==> src/rtl/cache_pkg.sv <==
// Shared state encoding and address-field sizing for the blocking cache controller.
package cache_pkg;

  localparam int ADDR_W           = 32;
  localparam int WORD_W           = 32;
  localparam int OFFSET_WIDTH_DEF = 3;
  localparam int INDEX_WIDTH_DEF  = 6;

  typedef enum logic [2:0] {
    S_IDLE   = 3'd0,
    S_LOOKUP = 3'd1,
    S_VICTIM = 3'd2,
    S_WB     = 3'd3,
    S_REFILL = 3'd4,
    S_FILL   = 3'd5
  } state_t;

  function automatic int tag_width(input int offset_w, input int index_w);
    return ADDR_W - 2 - offset_w - index_w;
  endfunction

  function automatic int block_width(input int offset_w);
    return WORD_W << offset_w;
  endfunction

endpackage

==> src/rtl/cache_ctrl.sv <==
// Blocking write-back/write-allocate controller sitting between a CPU port,
// a 2-way tag/data array and a block-wide memory port.
module cache_ctrl
  import cache_pkg::*;
#(
  parameter int OFFSET_WIDTH = OFFSET_WIDTH_DEF,
  parameter int INDEX_WIDTH  = INDEX_WIDTH_DEF,
  localparam int T = tag_width(OFFSET_WIDTH, INDEX_WIDTH),
  localparam int B = block_width(OFFSET_WIDTH)
) (
  input  logic                    clk,
  input  logic                    rst,
  input  logic                    cpu_req,
  input  logic                    cpu_we,
  input  logic [31:0]             cpu_addr,
  input  logic [3:0]              cpu_byte_en,
  input  logic [31:0]             cpu_wdata,
  output logic [31:0]             cpu_rdata,
  output logic                    cpu_ready,
  output logic                    cache_enable,
  output logic                    cache_cmp,
  output logic                    cache_write,
  output logic                    cache_valid_in,
  output logic [3:0]              cache_byte_w_en,
  output logic [T-1:0]            cache_tag,
  output logic [INDEX_WIDTH-1:0]  cache_index,
  output logic [OFFSET_WIDTH-1:0] cache_word_sel,
  output logic [31:0]             cache_data_in,
  output logic [B-1:0]            cache_data_block_in,
  input  logic                    cache_hit,
  input  logic                    cache_dirty,
  input  logic [T-1:0]            cache_tag_out,
  input  logic [31:0]             cache_data_out,
  input  logic [B-1:0]            cache_data_wb,
  output logic                    mem_req,
  output logic                    mem_we,
  output logic [31:0]             mem_addr,
  output logic [B-1:0]            mem_wdata,
  input  logic [B-1:0]            mem_rdata,
  input  logic                    mem_ack,
  output logic [31:0]             miss_cnt
);

  localparam int IDX_LO = OFFSET_WIDTH + 2;
  localparam int IDX_HI = INDEX_WIDTH + OFFSET_WIDTH + 1;
  localparam int TAG_LO = 32 - T;

  state_t         state_q, state_d;
  logic           req_we_q, req_we_d;
  logic [31:2]    req_addr_q, req_addr_d;
  logic [3:0]     req_be_q, req_be_d;
  logic [31:0]    req_wdata_q, req_wdata_d;
  logic [T-1:0]   victim_tag_q, victim_tag_d;
  logic [B-1:0]   victim_blk_q, victim_blk_d;
  logic [B-1:0]   fill_blk_q, fill_blk_d;
  logic [31:0]    miss_cnt_q, miss_cnt_d;

  logic [T-1:0]           req_tag;
  logic [INDEX_WIDTH-1:0] req_index;
  logic                   unused_addr_lsb;

  assign req_tag         = req_addr_q[31:TAG_LO];
  assign req_index       = req_addr_q[IDX_HI:IDX_LO];
  assign unused_addr_lsb = ^cpu_addr[1:0];

  always_ff @(posedge clk) begin
    if (!rst) begin
      state_q      <= S_IDLE;
      req_we_q     <= 1'b0;
      req_addr_q   <= '0;
      req_be_q     <= '0;
      req_wdata_q  <= '0;
      victim_tag_q <= '0;
      victim_blk_q <= '0;
      fill_blk_q   <= '0;
      miss_cnt_q   <= '0;
    end else begin
      state_q      <= state_d;
      req_we_q     <= req_we_d;
      req_addr_q   <= req_addr_d;
      req_be_q     <= req_be_d;
      req_wdata_q  <= req_wdata_d;
      victim_tag_q <= victim_tag_d;
      victim_blk_q <= victim_blk_d;
      fill_blk_q   <= fill_blk_d;
      miss_cnt_q   <= miss_cnt_d;
    end
  end

  always_comb begin
    state_d         = state_q;
    req_we_d        = req_we_q;
    req_addr_d      = req_addr_q;
    req_be_d        = req_be_q;
    req_wdata_d     = req_wdata_q;
    victim_tag_d    = victim_tag_q;
    victim_blk_d    = victim_blk_q;
    fill_blk_d      = fill_blk_q;
    miss_cnt_d      = miss_cnt_q;
    cpu_ready       = 1'b0;
    cpu_rdata       = '0;
    cache_enable    = 1'b0;
    cache_cmp       = 1'b0;
    cache_write     = 1'b0;
    cache_valid_in  = 1'b0;
    cache_byte_w_en = '0;
    mem_req         = 1'b0;
    mem_we          = 1'b0;
    mem_addr        = '0;

    case (state_q)
      S_IDLE: begin
        if (cpu_req) begin
          req_we_d    = cpu_we;
          req_addr_d  = cpu_addr[31:2];
          req_be_d    = cpu_byte_en;
          req_wdata_d = cpu_wdata;
          state_d     = S_LOOKUP;
        end
      end
      S_LOOKUP: begin
        cache_enable    = 1'b1;
        cache_cmp       = 1'b1;
        cache_write     = req_we_q;
        cache_byte_w_en = req_be_q;
        if (cache_hit) begin
          cpu_ready = 1'b1;
          cpu_rdata = cache_data_out;
          state_d   = S_IDLE;
        end else begin
          miss_cnt_d = miss_cnt_q + 32'd1;
          state_d    = S_VICTIM;
        end
      end
      S_VICTIM: begin
        cache_enable = 1'b1;
        victim_tag_d = cache_tag_out;
        victim_blk_d = cache_data_wb;
        state_d      = cache_dirty ? S_WB : S_REFILL;
      end
      S_WB: begin
        mem_req  = 1'b1;
        mem_we   = 1'b1;
        mem_addr = {victim_tag_q, req_index, {(OFFSET_WIDTH + 2){1'b0}}};
        if (mem_ack) state_d = S_REFILL;
      end
      S_REFILL: begin
        mem_req  = 1'b1;
        mem_addr = {req_tag, req_index, {(OFFSET_WIDTH + 2){1'b0}}};
        if (mem_ack) begin
          fill_blk_d = mem_rdata;
          state_d    = S_FILL;
        end
      end
      S_FILL: begin
        // Whole-block fill; a pending store is merged on the LOOKUP retry.
        cache_enable    = 1'b1;
        cache_write     = 1'b1;
        cache_valid_in  = 1'b1;
        cache_byte_w_en = 4'hF;
        state_d         = S_LOOKUP;
      end
      default: state_d = S_IDLE;
    endcase
  end

  assign cache_tag           = req_tag;
  assign cache_index         = req_index;
  assign cache_word_sel      = req_addr_q[OFFSET_WIDTH+1:2];
  assign cache_data_in       = req_wdata_q;
  assign cache_data_block_in = fill_blk_q;
  assign mem_wdata           = victim_blk_q;
  assign miss_cnt            = miss_cnt_q;

endmodule
==> config.mk <==
export PLATFORM = sky130hd
export DESIGN_NAME = cache_ctrl
export DESIGN_NICKNAME = d
export VERILOG_FILES = /design/src/rtl/cache_pkg.sv /design/src/rtl/cache_ctrl.sv
export SDC_FILE = /design/constraint.sdc
export NUM_CORES = 1
export LEC_CHECK = 0
export BUFFER_PORTS_ARGS = -buffer_cell sky130_fd_sc_hd__buf_4
export CORE_AREA = 2 2 516 518
export CTS_BUF_LIST = sky130_fd_sc_hd__clkbuf_4
export DETAILED_ROUTE_END_ITERATION = 10
export DIE_AREA = 0 0 518 520
export GPL_TIMING_DRIVEN = 0
export PLACE_DENSITY_LB_ADDON = 0.12
export SETUP_SLACK_MARGIN = 0.05
export SYNTH_ARGS = -nofsm -noshare
export SYNTH_HDL_FRONTEND = slang
export SYNTH_SLANG_ARGS = --single-unit
==> constraint.sdc <==
create_clock -name clk -period 2.65 [get_ports clk]
set_input_delay 0.1325 -clock clk [delete_from_list [all_inputs] [get_ports clk]]
set_output_delay 0.1325 -clock clk [all_outputs]
set_load 0.02 [all_outputs]
==> out/metrics.cfg, run 1 <==
[clocking]
cts_root_buf=clkbuf_4
tritoncts=yes
clkSlewWorstSetupHoldPaths_ns=0.07
worstSkewPairLatency_ns=1.22
cts_inserted_buffers=221
clk_path_buf_depth=4
cts-htree-levels=4
clkSinkCount=635

[power]
powerDensity_mw_per_mm2=502
ir_drop_mv=0.272
p_leak_nw=22.0

[logic_synthesis]
ys.flop_type=dfxtp_1
synth_area_mm2=0.0226
synth-async-reset-ratio=0
synth_seq_cells=635
syn_inst=2898
synth.distinct_cells=40
yosysWarnings=0
syn_avg_cell_area_um2=7.80
synth-seq-area-share=0.562
synth_edf_count=0

[worst_setup_path]
critPathMaxStageDelay_ns=0.38
rr_startpoint=state_q[2]
r2r-end=mem_wdata[176]
worstPathCellList=nor2b_4 -> and2_4 -> or2_4 -> buf_12 -> and2_1 -> buf_6
crit_required_ns=2.52
arrival_ns=2.59
cpMaxStageDelayCell=dfxtp_4
cp-end-kind=output port
cp_max_fo=7
ff2ff_path_depth=7
cp-start-kind=register
reg2reg_slack_ns=0.11
critPathKind=register to output port

[sta]
hold_viol=0
maxSlewViolCount=0
final.setup.worst_slack_ns=-0.0758
fin_crit_sh=1.03
worst_pin_slew_ns=1.06
fmax_ghz=0.367
hold_ws_ns=0.246
final.setup.tns_ns=-0.956
grt_setup_unrepaired=true
fin_skew_ns=0.125
relSlewSlack=0.293
setup_viol=33
period_minus_slack_ns=2.73

[routing]
vias_per_cell=3.33
drc=0
antenna_left=0
wl_per_cell_um=21.0
drt_pass1_iterations=7
drt-total-wl_um=200000
drtIter0Drc=1105
vias=31700

[global_route]
track_usage=0.143
grt-ovfl-total=0
grt_pass1_wl_um=269000
grt_max_degree=20
grt_pass1_vias=33000
antenna_found_initial=79

[layout]
drive_gt1_frac=0.314
multi_input_area_mm2=0.00927
fillers=30000
area_delta_synth_final_pct=140
fin_area_mm2=0.0543
final_nets=6432
regArea_mm2=0.0127

[floorplan]
io_pins=1321
die_w_um=518
rows=189
die_h_um=520
dieArea_mm2=0.269
core-area_mm2=0.264
start_util=0.0857

[placed_design]
port_buffers=1312
placed_cell_area_mm2=0.0369
place.gp.congestion=0.871
hpwlAfterDp_um=163000
pre_cts_slack_ns=-0.925

[hold_path]
hp-start=cache_data_wb[211]
hold_path_class=input port to register
hold_depth=5
hold_end=mem_wdata[211]

[outcome]
run_status=finished with violations
violations=negative setup slack

[run]
cap_violations=0

[registers in the layout (all words and copies together) (netlist names), 3 cells and up]
name	flops
victim_tag_q	21
miss_cnt	32
state_q	3
req_addr_q	30
cache_data_in	32
req_be_q	4
cache_data_block_in	256
mem_wdata	256
[through the flow]
stage | util | power, W | cells
3_5_place_dp | 0.140 | 0.0144 | 7750
2_1_floorplan | - | 0.0118 | 2902
4_1_cts | 0.205 | 0.0281 | 9468
6_report | 0.206 | 0.0273 | 9516
3_3_place_gp | 0.140 | 0.0144 | 7747
5_1_grt | 0.206 | 0.0290 | 9500
[layout make-up]
| class | count | share of cell area |
|---|---|---|
| Timing Repair Buffer | 2673 | 0.439 |
| Sequential cell | 635 | 0.234 |
| Multi-Input combinational cell | 2027 | 0.171 |
| Tap cell | 3533 | 0.0814 |
| Clock buffer | 342 | 0.0473 |
| Buffer | 224 | 0.0211 |
| Clock inverter | 38 | 0.00394 |
| Antenna cell | 35 | 0.00161 |
| Inverter | 9 | 0.000668 |
[critical path, delay by kind of cell (launching register included)]
family,cells,cell delay [ns]
buffers and inverters,2,0.27
and+or+nand+nor,4,0.76
DFF,1,0.38
[what timing repair did]
action                     in CTS  in global routing
gates cloned                    2                  1
setup buffers                  22                 14
gates resized for setup       225                 81
hold endpoints to repair      634                  0
pin swaps                      10                 34
setup endpoints to repair     631                165
hold buffers                 1320                  0
[cell families (layout without fill, tap and decap cells)]
group	after synthesis	in the layout	synth area share
flip-flops	635	635	0.562
AND/OR/NAND/NOR	1340	1340	0.236
XOR/XNOR	8	8	0.00310
AO/OA/AOI/OAI	670	670	0.154
buffers and inverters	240	3286	0.0424
adder cells (fa/ha/maj)	1	1	0.000553
multiplexers	3	3	0.00133
other	1	40	0.000166
[synth_stat cells, drive strengths merged (3+ instances only)]
| cell | n | area share |
|---|---|---|
| inv | 9 | 0.0015 |
| and2 | 43 | 0.012 |
| buf | 45 | 0.010 |
| nand3 | 9 | 0.0020 |
| a21oi | 623 | 0.14 |
| or4 | 17 | 0.0056 |
| nand4 | 9 | 0.0028 |
| o31ai | 16 | 0.0053 |
| mux2i | 3 | 0.0013 |
| nand2 | 1214 | 0.20 |
| or3 | 6 | 0.0017 |
| clkbuf | 186 | 0.031 |
| xor2 | 6 | 0.0023 |
| and3 | 6 | 0.0017 |
| nor4b | 3 | 0.0018 |
| o21ai | 5 | 0.0011 |
| dfxtp | 635 | 0.56 |
| a22o | 21 | 0.0081 |
| nor2 | 22 | 0.0037 |
[power by group]
part           internal (W)  leakage [nW]  switching, W
Clock               0.00595          1.67       0.00533
Sequential          0.00994          5.14      0.000286
Combinational       0.00295          15.2       0.00280
Total                0.0188          22.0       0.00841
[worst max-delay path by stage]
stage                 start             end  slack (ns)  cells after the start
2_1_floorplan  miss_cnt[13]    miss_cnt[28]        0.50                      6
3_3_place_gp     state_q[1]  mem_wdata[133]       -2.64                      7
3_5_place_dp     state_q[1]  mem_wdata[133]       -0.92                      8
4_1_cts          state_q[1]    mem_addr[10]       -0.45                      8
5_1_grt          state_q[1]    mem_addr[10]       -0.37                      7
6_report         state_q[0]     mem_addr[9]       -0.08                      6
[cell usage in the layout (no fill, tap or decap), drive strengths merged, types with 9 or more instances in the layout]
| master | n |
|---|---|
| buf | 1399 |
| dlygate4sd3 | 1320 |
| nand2 | 1214 |
| dfxtp | 635 |
| a21oi | 623 |
| clkbuf | 520 |
| and2 | 43 |
| diode | 35 |
| clkinv | 30 |
| nor2 | 22 |
| a22o | 21 |
| or4 | 17 |
| o31ai | 16 |
| inv | 12 |
| nand3 | 9 |
| nand4 | 9 |
[layer usage]
layer	global-route usage	vias up	part of all wire	wire length, um
li1	-	15400	-	-
met1	0.153	14700	0.38	76500
met2	0.253	1219	0.49	98500
met3	0.0666	324	0.10	20100
met4	0.0333	56	0.022	4370
met5	0	-	0.0019	381
(Power assumes the default switching activity.)
==> run 2, diff against run 1 <==
--- a/config.mk
+++ b/config.mk
@@ -6,13 +6,13 @@
 export NUM_CORES = 1
 export LEC_CHECK = 0
 export BUFFER_PORTS_ARGS = -buffer_cell sky130_fd_sc_hd__buf_4
-export CORE_AREA = 2 2 516 518
-export CTS_BUF_LIST = sky130_fd_sc_hd__clkbuf_4
+export CORE_AREA = 2 2 507 509
 export DETAILED_ROUTE_END_ITERATION = 10
-export DIE_AREA = 0 0 518 520
+export DIE_AREA = 0 0 509 511
 export GPL_TIMING_DRIVEN = 0
 export PLACE_DENSITY_LB_ADDON = 0.12
 export SETUP_SLACK_MARGIN = 0.05
+export SKIP_CTS_REPAIR_TIMING = 1
 export SYNTH_ARGS = -nofsm -noshare
 export SYNTH_HDL_FRONTEND = slang
 export SYNTH_SLANG_ARGS = --single-unit
==> run 2 against run 1 <==
  * The run now ends clean
  * First-iteration DRC count is 16% higher
  * Power is 0.33% higher
  * Largest cell class unchanged
  * Critical path type unchanged
  * Cell count is 12% lower
  * Critical path depth is 3 higher
  * Largest power group unchanged
==> out/metrics.cfg, run 2 (synthesized netlist as in run 1, its figures left out) <==
[outcome]
run_status=finished clean

[clocking]
cts-htree-levels=3  ; -1
worstSkewPairLatency_ns=0.71  ; -0.51 ns
tritoncts=yes
cts_root_buf=clkbuf_16
clk_path_buf_depth=3  ; -1
clkSinkCount=635  ; unchanged
cts_inserted_buffers=92  ; -58%
clkSlewWorstSetupHoldPaths_ns=0.06  ; about the same

[power]
p_switching_w=0.00819  ; -2.7%
powerDensity_mw_per_mm2=593  ; +18%
seq_power_share=0.373  ; -0.002
p_int_w=0.0191  ; +1.7%
clkPwrFrac=0.456  ; +0.042
ir_drop_mv=0.452  ; +66%
combPwrFrac=0.171  ; -0.040
p_total_w=0.0273  ; +0.33%
switching_share=0.300  ; -0.00920
p_leak_nw=18.4  ; -16%

[worst_setup_path]
cp-start-kind=register
critPathKind=register to output port
reg2reg_slack_ns=0.17  ; +0.06 ns
ff2ff_path_depth=9  ; +2
arrival_ns=2.51  ; -0.08 ns
crit_buf_inv=7  ; +5
crit_required_ns=2.52  ; about the same
critPathMaxStageDelay_ns=0.38  ; about the same
worstPathCellList=buf_6 -> clkinvlp_4 -> or3_4 -> buf_8 -> buf_16 -> buf_12 -> buf_8 -> nand2_1 -> buf_6
cpMaxStageDelayCell=or3_4
cp-end-kind=output port
r2r-end=mem_wdata[135]
rr_startpoint=state_q[1]
cp_max_fo=10  ; +3
cp_top_family=buffers and inverters

[layout]
layout_common_cells=1326 x buf_4, 1214 x nand2_1, 633 x dfxtp_1, 623 x a21oi_1, 604 x dlygate4sd3_1
final_nets=5561  ; -14%
fin_util=0.181  ; -0.0251
final_common_cell=buf_4
area_delta_synth_final_pct=104
fillers=29200  ; -2.9%
drive_gt1_frac=0.314  ; -0.000776

[routing]
vias=27800  ; -12%
drt_pass1_iterations=5  ; -2
antenna_left=0  ; unchanged
vias_per_cell=3.31  ; -0.72%
wl_per_cell_um=22.0  ; +5.0%
drtIter0Drc=1284  ; +16%
drt-total-wl_um=185000  ; -7.2%
drc=0  ; unchanged

[sta]
setup_viol=0  ; -100%
grt_setup_unrepaired=true
worst_pin_slew_ns=1.05  ; -0.00652 ns
relSlewSlack=0.297  ; +0.00435
fin_skew_ns=0.0319  ; -0.0927 ns
fmax_ghz=0.378  ; +3.0%
hold_viol=0  ; unchanged
period_minus_slack_ns=2.65  ; -0.0802 ns
fin_crit_sh=0.998  ; -0.0303
final.setup.tns_ns=0  ; +0.956 ns
maxSlewViolCount=0  ; unchanged

[run]
cap_violations=0  ; unchanged

[floorplan]
core-area_mm2=0.255  ; -3.3%
io_pins=1321  ; unchanged
die_h_um=511  ; -1.7%
die_w_um=509  ; -1.7%
start_util=0.0886  ; +0.00289
dieArea_mm2=0.260  ; -3.4%
rows=186  ; -1.6%

[global_route]
track_usage=0.136  ; -0.00697
grt-ovfl-total=0  ; unchanged
grt_pass1_wl_um=240000  ; -11%
grt_pass1_vias=25900  ; -22%
grt_max_degree=14  ; -30%
antenna_found_initial=90  ; +14%

[hold_path]
hold_end=state_q[2]
hp-start=cache_dirty
hold_path_class=input port to register
hold_depth=5  ; unchanged

[placed_design]
place.gp.congestion=0.846  ; -2.9%
port_buffers=1312  ; unchanged
hpwlAfterDp_um=155000  ; -5.4%

run 2: cell types whose count changed in the layout (fill, tap and decap cells not counted), sizes merged:
cell	previous run	this run
buf	1399	1372
clkbuf	520	316
clkinv	30	15
clkinvlp	3	6
diode	35	45
dlygate4sd3	1320	604
inv	12	10
run 2: how the worst max path moves through the flow:
stage                       startpoint             end  slack, ns  depth (start not counted)
after floorplan           miss_cnt[13]    miss_cnt[28]       0.50                          6
after global placement      state_q[1]  mem_wdata[245]      -4.09                          7
after detailed placement    state_q[1]  mem_wdata[245]      -1.21                          7
after CTS                   state_q[0]    cache_enable      -1.72                          8
after global routing        state_q[1]    cache_enable      -0.14                          9
final                       state_q[1]    cache_enable      0.004                          9
run 2: power by group through the flow:
stage | clock network [W] | registers [W] | logic, W
after floorplan | 0 | 0.0107 | 0.00107
after global placement | 0 | 0.0104 | 0.00393
after detailed placement | 0 | 0.0104 | 0.00394
after CTS | 0.0131 | 0.0102 | 0.00395
after global routing | 0.0134 | 0.0102 | 0.00507
final | 0.0125 | 0.0102 | 0.00468
run 2: worst register-to-register path, stage by stage (launching register included):
cell and delay [ns]:
dfxtp_1 0.32, buf_6 0.12, clkinvlp_4 0.11, nor3_4 0.44
buf_4 0.27, buf_6 0.19, clkbuf_4 0.31, buf_2 0.33
nand2_1 0.17, a21oi_1 0.16
run 2: final cells by class:
class,instances,area [um^2],share of cell area
Multi-Input combinational cell,2027,9020,0.195
Timing Repair Buffer,1928,16000,0.347
Antenna cell,45,113,0.00244
Tap cell,3384,4230,0.0918
Inverter,9,37.5,0.000814
Clock buffer,137,2650,0.0575
Buffer,227,1050,0.0228
Clock inverter,24,278,0.00602
Sequential cell,635,12700,0.276
run 2: layer usage:
layer  GRT usage  vias up  share of wire
met2       0.232     1100           0.49
met3      0.0688      262          0.095
met5           0        -         0.0013
met4      0.0486       40          0.030
met1       0.142    12900           0.39
li1            -    13600              -
run 2: metrics by stage:
step	hold slack, ns	worst slack (ns)	instance area [um^2]	cells
2_1_floorplan	0.268	0.502	22600	2902
4_1_cts	-0.483	-1.72	39700	7763
6_report	0.0547	0.00436	46100	8416
3_3_place_gp	0.382	-4.09	36700	7598
3_5_place_dp	0.388	-1.21	36800	7602
5_1_grt	0.0353	-0.137	46100	8398
